$ cat config.mk
export PLATFORM = sky130hd
export DESIGN_NAME = ctrl_pipe
export DESIGN_NICKNAME = d
export VERILOG_FILES = /design/src/rtl/ctrl_pkg.sv /design/src/rtl/ctrl_stage_reg.sv /design/src/rtl/ctrl_pipe.sv
export SDC_FILE = /design/constraint.sdc
export NUM_CORES = 1
export LEC_CHECK = 0
export CAP_MARGIN = 20
export CELL_PAD_IN_SITES_DETAIL_PLACEMENT = 1
export CELL_PAD_IN_SITES_GLOBAL_PLACEMENT = 1
export CORE_ASPECT_RATIO = 1.25
export CORE_MARGIN = 4
export CORE_UTILIZATION = 29
export CTS_BUF_LIST = sky130_fd_sc_hd__clkbuf_16
export DETAILED_ROUTE_END_ITERATION = 8
export GPL_TIMING_DRIVEN = 0
export PLACE_DENSITY_LB_ADDON = 0.05
export SETUP_SLACK_MARGIN = 0.05
export SYNTH_ARGS = -nofsm -noshare
export SYNTH_HDL_FRONTEND = slang
export SYNTH_SLANG_ARGS = --single-unit
$ cat constraint.sdc
create_clock -name clk -period 0.8 [get_ports clk]
set_input_delay 0.08 -clock clk [delete_from_list [all_inputs] [get_ports clk]]
set_output_delay 0.08 -clock clk [all_outputs]
set_load 0.005 [all_outputs]
$ cat src/rtl/ctrl_pkg.sv
// Shared constants and divider FSM encoding for the control pipeline.
// Consumed by ctrl_stage_reg and ctrl_pipe.
package ctrl_pkg;

    localparam int DEF_W          = 24;
    localparam int DEF_NSTAGE     = 3;
    localparam int DEF_DIV_CYCLES = 32;

    typedef enum logic [1:0] {
        DIV_IDLE = 2'd0,
        DIV_BUSY = 2'd1,
        DIV_DONE = 2'd2
    } div_state_t;

endpackage

$ cat src/rtl/ctrl_stage_reg.sv
// One pipeline stage: W-bit control bundle plus valid bit.
// Priority: rst > flush > stall > bubble > load.
module ctrl_stage_reg
    import ctrl_pkg::*;
#(
    parameter int W = DEF_W
) (
    input  logic         clk,
    input  logic         rst,
    input  logic         flush,
    input  logic         stall,
    input  logic         bubble,
    input  logic [W-1:0] d,
    input  logic         d_valid,
    output logic [W-1:0] q,
    output logic         q_valid
);

    always_ff @(posedge clk) begin
        if (rst || flush) begin
            q       <= '0;
            q_valid <= 1'b0;
        end else if (!stall) begin
            // An upstream stage that is holding must not be duplicated downstream
            if (bubble) begin
                q       <= '0;
                q_valid <= 1'b0;
            end else begin
                q       <= d;
                q_valid <= d_valid;
            end
        end
    end

endmodule

$ cat src/rtl/ctrl_pipe.sv
// Control-signal pipeline with per-stage stall/flush and an optional
// multicycle-divide stall FSM (enabled by macro CTRL_PIPE_DIV_STALL_EN).
module ctrl_pipe
    import ctrl_pkg::*;
#(
    parameter int W          = DEF_W,
    parameter int NSTAGE     = DEF_NSTAGE,
    parameter int DIV_CYCLES = DEF_DIV_CYCLES
) (
    input  logic                clk,
    input  logic                rst,
    input  logic [W-1:0]        ctrl_d,
    input  logic                valid_d,
    input  logic [NSTAGE-1:0]   stall,
    input  logic [NSTAGE-1:0]   flush,
    input  logic                div_start,
    output logic [NSTAGE*W-1:0] ctrl_q,
    output logic [NSTAGE-1:0]   valid_q,
    output logic                div_busy,
    output logic                div_done,
    output logic                stall_req
);

    logic [W-1:0] stage_ctrl [NSTAGE];
    logic [W-1:0] stage_src  [NSTAGE];
    logic         stage_src_valid [NSTAGE];
    logic         stage_bubble    [NSTAGE];

    genvar gi;
    generate
        for (gi = 0; gi < NSTAGE; gi++) begin : g_stage
            if (gi == 0) begin : g_first
                assign stage_src[gi]       = ctrl_d;
                assign stage_src_valid[gi] = valid_d;
                assign stage_bubble[gi]    = 1'b0;
            end else begin : g_rest
                assign stage_src[gi]       = stage_ctrl[gi-1];
                assign stage_src_valid[gi] = valid_q[gi-1];
                assign stage_bubble[gi]    = stall[gi-1];
            end

            ctrl_stage_reg #(.W(W)) u_stage (
                .clk     (clk),
                .rst     (rst),
                .flush   (flush[gi]),
                .stall   (stall[gi]),
                .bubble  (stage_bubble[gi]),
                .d       (stage_src[gi]),
                .d_valid (stage_src_valid[gi]),
                .q       (stage_ctrl[gi]),
                .q_valid (valid_q[gi])
            );

            assign ctrl_q[gi*W +: W] = stage_ctrl[gi];
        end
    endgenerate

`ifdef CTRL_PIPE_DIV_STALL_EN
    localparam int CW = (DIV_CYCLES > 1) ? $clog2(DIV_CYCLES) : 1;

    div_state_t    state_reg;
    logic [CW-1:0] count_reg;
    logic          start_cond;

    assign start_cond = (state_reg == DIV_IDLE) && div_start && valid_q[0] && !flush[0];

    always_ff @(posedge clk) begin
        if (rst) begin
            state_reg <= DIV_IDLE;
            count_reg <= '0;
        end else begin
            case (state_reg)
                DIV_IDLE: begin
                    if (start_cond) begin
                        state_reg <= DIV_BUSY;
                        count_reg <= CW'(DIV_CYCLES - 1);
                    end
                end
                DIV_BUSY: begin
                    // Flushing the divide out of execute abandons the result
                    if (flush[0]) begin
                        state_reg <= DIV_IDLE;
                        count_reg <= '0;
                    end else if (count_reg == '0) begin
                        state_reg <= DIV_DONE;
                    end else begin
                        count_reg <= count_reg - 1'b1;
                    end
                end
                DIV_DONE: begin
                    state_reg <= DIV_IDLE;
                    count_reg <= '0;
                end
                default: begin
                    state_reg <= DIV_IDLE;
                    count_reg <= '0;
                end
            endcase
        end
    end

    assign div_busy  = (state_reg == DIV_BUSY);
    assign div_done  = (state_reg == DIV_DONE);
    assign stall_req = div_busy || start_cond;
`else
    logic unused_div_start;
    assign unused_div_start = div_start;

    assign div_busy  = 1'b0;
    assign div_done  = 1'b0;
    assign stall_req = 1'b0;
`endif

endmodule

==> impl_metrics.json <==
{
  "antenna_found_initial": 0,
  "period_share_pct": 127,
  "utilization_pct": 50.8,
  "path_class": "reg -> reg",
  "postRouteAntennaNets": 0,
  "clk_pin_slew_ns": 0.06,
  "hp-class": "in -> reg",
  "vdd.ir_drop.worst_mv": 0.959,
  "drive_gt1_share_pct": 57.7,
  "holdWs_ns": 0.0673,
  "cts-root-buf": "clkbuf_16",
  "synth_flop_cell": "dfxtp_1",
  "grt_max_degree": 13,
  "slowest_delay_ns": 0.35,
  "synthTopCellsByCount": "dfxtp_1 (75), a21oi_1 (50), nand2_1 (50), or3b_1 (50)",
  "synth_area_sq_um": 2940,
  "cts_buffers": 9,
  "synth_top_area_cell": "dfxtp_1",
  "core_sq_um": 9760,
  "grt_pass1_vias": 2738,
  "grt_overflow": 0,
  "cp-start-kind": "register",
  "power.density_nw_per_um2": 1770,
  "cap_violations": 0,
  "die-area_sq_um": 11800,
  "nets": 492,
  "pwr-share-seq_pct": 43.6,
  "portBuffers": 106,
  "grt_usage_pct": 15.4,
  "dr.pass1.iters": 4,
  "die_h_microns": 121,
  "finalWorstSetupSlack_ns": -0.213,
  "yosysWarnings": 0,
  "routed_wl_microns": 9100,
  "initial_core_util_pct": 30.2,
  "cp_top_family": "flip-flops",
  "fin_area_sq_um": 4960,
  "seq_area_frac_synth_pct": 51.0,
  "rrSetupSlack_ns": -0.21,
  "wl_per_cell_microns": 15.4,
  "drc": 0,
  "hold_violations": 0,
  "period_minus_slack_ns": 1.01,
  "tns_ns": -9.72,
  "grt_pass1_wl_microns": 14300,
  "io_pins": 112,
  "placed_area_sq_um": 4260,
  "dp.cells": 546,
  "dpl.hpwl_microns": 6480,
  "internal_power_mw": 6.91,
  "syn_inst": 312,
  "synth_edf_count": 0,
  "vias": 2649,
  "cts.path.max_buffers": 2,
  "arrival_ns": 1.27,
  "required_ns": 1.06,
  "cp_num_buf_inv": 1,
  "setup_viol_count_final": 127,
  "reg2reg_depth": 3,
  "hold_path_end": "g_stage[1].u_stage.q[16]",
  "htreeDepth": 3,
  "cellLeakagePower_nw": 2.03,
  "drt_iter0_markers": 28,
  "fillers": 1099,
  "p_switching_mw": 1.88,
  "synthArstFlopShare_pct": 0,
  "synth-seq-cells": 75,
  "finalClockSkew_ns": 0.00360,
  "violations": "negative setup slack",
  "min_from": "stall[1]",
  "avgSynthCellArea_sq_um": 9.43,
  "crit_fanout": 2,
  "areaGrowthSynthToFinish_pct": 68.6,
  "crit_slowest_cell": "dfxtp_2",
  "fmax_ghz": 0.988,
  "rr_startpoint": "g_stage[1].u_stage.q[3]",
  "crit_chain": "buf_6 -> or3b_1 -> a21oi_1",
  "via_per_inst": 4.50,
  "cp-startpoint": "g_stage[1].u_stage.q[3]",
  "place_congestion": 0.728,
  "reg2reg_to": "g_stage[2].u_stage.q[3]",
  "ys_types": 12,
  "swShare_pct": 21.4,
  "rsz0062_at_grt": "yes",
  "critPathCaptureType": "register",
  "synth_top_area_share_pct": 51.0,
  "rows": 40,
  "status": "complete, but fails checks",
  "power_frac_comb_pct": 8.7,
  "synth.top_cells.by_area": "dfxtp_1 (51%), or3b_1 (15%), a21oi_1 (8.5%)",
  "clk_latency_ns": 0.33,
  "layout.cells.non_filler": 589,
  "synth.most_common_cell": "dfxtp_1",
  "whs_path_depth": 3,
  "clkPwrFrac_pct": 47.7,
  "die_w_microns": 98.1,
  "n_antenna_cell": 0,
  "slew_viol_final": 0,
  "cts_tree": "yes",
  "clkSinkCount": 75
}
==> logic make-up after synthesis <==
| family | after synthesis | synth area share (%) |
|---|---|---|
| mux | 25 | 8.50 |
| buf+inv | 33 | 6.76 |
| other cells | 1 | 0.127 |
| compound gates | 50 | 8.50 |
| flops | 75 | 51.0 |
| simple gates | 128 | 25.1 |
==> power groups by stage <==
stage | clock (mW) | combinational [mW] | sequential (mW)
floorplan | 0 | 0.331 | 3.90
global placement | 0 | 0.674 | 3.91
detailed placement | 0 | 0.683 | 3.91
CTS | 4.28 | 0.708 | 3.83
global route | 4.45 | 0.833 | 3.84
finish | 4.19 | 0.765 | 3.83
==> layout make-up <==
| type | count | area [sq um] | area share [%] |
|---|---|---|---|
| Clock buffer | 9 | 225 | 4.54 |
| Multi-Input combinational cell | 206 | 1390 | 28.0 |
| Timing Repair Buffer | 136 | 1220 | 24.5 |
| Buffer | 30 | 294 | 5.93 |
| Sequential cell | 75 | 1600 | 32.1 |
| Tap cell | 126 | 158 | 3.18 |
| Clock inverter | 7 | 83.8 | 1.69 |
==> worst reg2reg max path: cells and delay by family, from the launching register on <==
| kind | cells | cell delay (ns) |
|---|---|---|
| compound gates | 1 | 0.15 |
| buf+inv | 1 | 0.10 |
| flops | 1 | 0.35 |
| simple gates | 1 | 0.33 |
==> cell usage in the layout (no fill, tap or decap) <==
cell type / n
a21oi_1: 29
a21oi_2: 21
buf_12: 1
buf_2: 33
buf_4: 27
buf_6: 59
buf_8: 3
bufinv_16: 2
clkbuf_1: 2
clkbuf_16: 10
clkbuf_2: 3
clkbuf_4: 5
clkbuf_8: 3
clkdlybuf4s50_1: 27
clkinv_1: 2
clkinv_2: 1
clkinvlp_4: 1
conb_1: 3
dfxtp_2: 75
dlygate4sd2_1: 2
inv_1: 1
mux2i_1: 23
mux2i_2: 2
nand2_1: 50
nor2_1: 25
or2_1: 1
or2_4: 2
or3b_1: 31
or3b_4: 19
==> per-layer routing <==
layer / GRT usage, % / wire length (microns) / up-vias
met3: 4.21 / 496 / 10
met2: 25.3 / 4450 / 70
met5: 0 / 0 / -
li1: - / - / 1332
met1: 18.8 / 4010 / 1237
met4: 6.75 / 141 / 0
==> registers in the layout (all words and copies together) (netlist names) <==
signal and cells:
g_stage.u_stage.q 72, g_stage.u_stage.q_valid 3
==> through the flow <==
stage	power, mW	setup WS [ns]
floorplan	4.24	-0.0288
global placement	4.59	-0.809
detailed placement	4.60	-0.834
CTS	8.82	-0.195
global route	9.12	-0.240
finish	8.79	-0.213
==> worst max path at each step <==
stage | to | slack [ns] | depth (start not counted)
6_report | g_stage[2].u_stage.q[3] | -0.21 | 3
5_1_grt | g_stage[2].u_stage.q[3] | -0.24 | 3
4_1_cts | g_stage[1].u_stage.q[2] | -0.20 | 3
3_5_place_dp | g_stage[1].u_stage.q[12] | -0.83 | 5
3_3_place_gp | g_stage[2].u_stage.q[19] | -0.81 | 5
2_1_floorplan | g_stage[1].u_stage.q[10] | -0.03 | 2
==> what timing repair did <==
action	4_1_cts	5_1_grt
pin swaps	2	5
setup buffers	18	12
hold buffers	0	0
resized for setup	381	79
endpoints found under the setup margin	150	147
No activity file was read; power rests on OpenSTA's default activity.
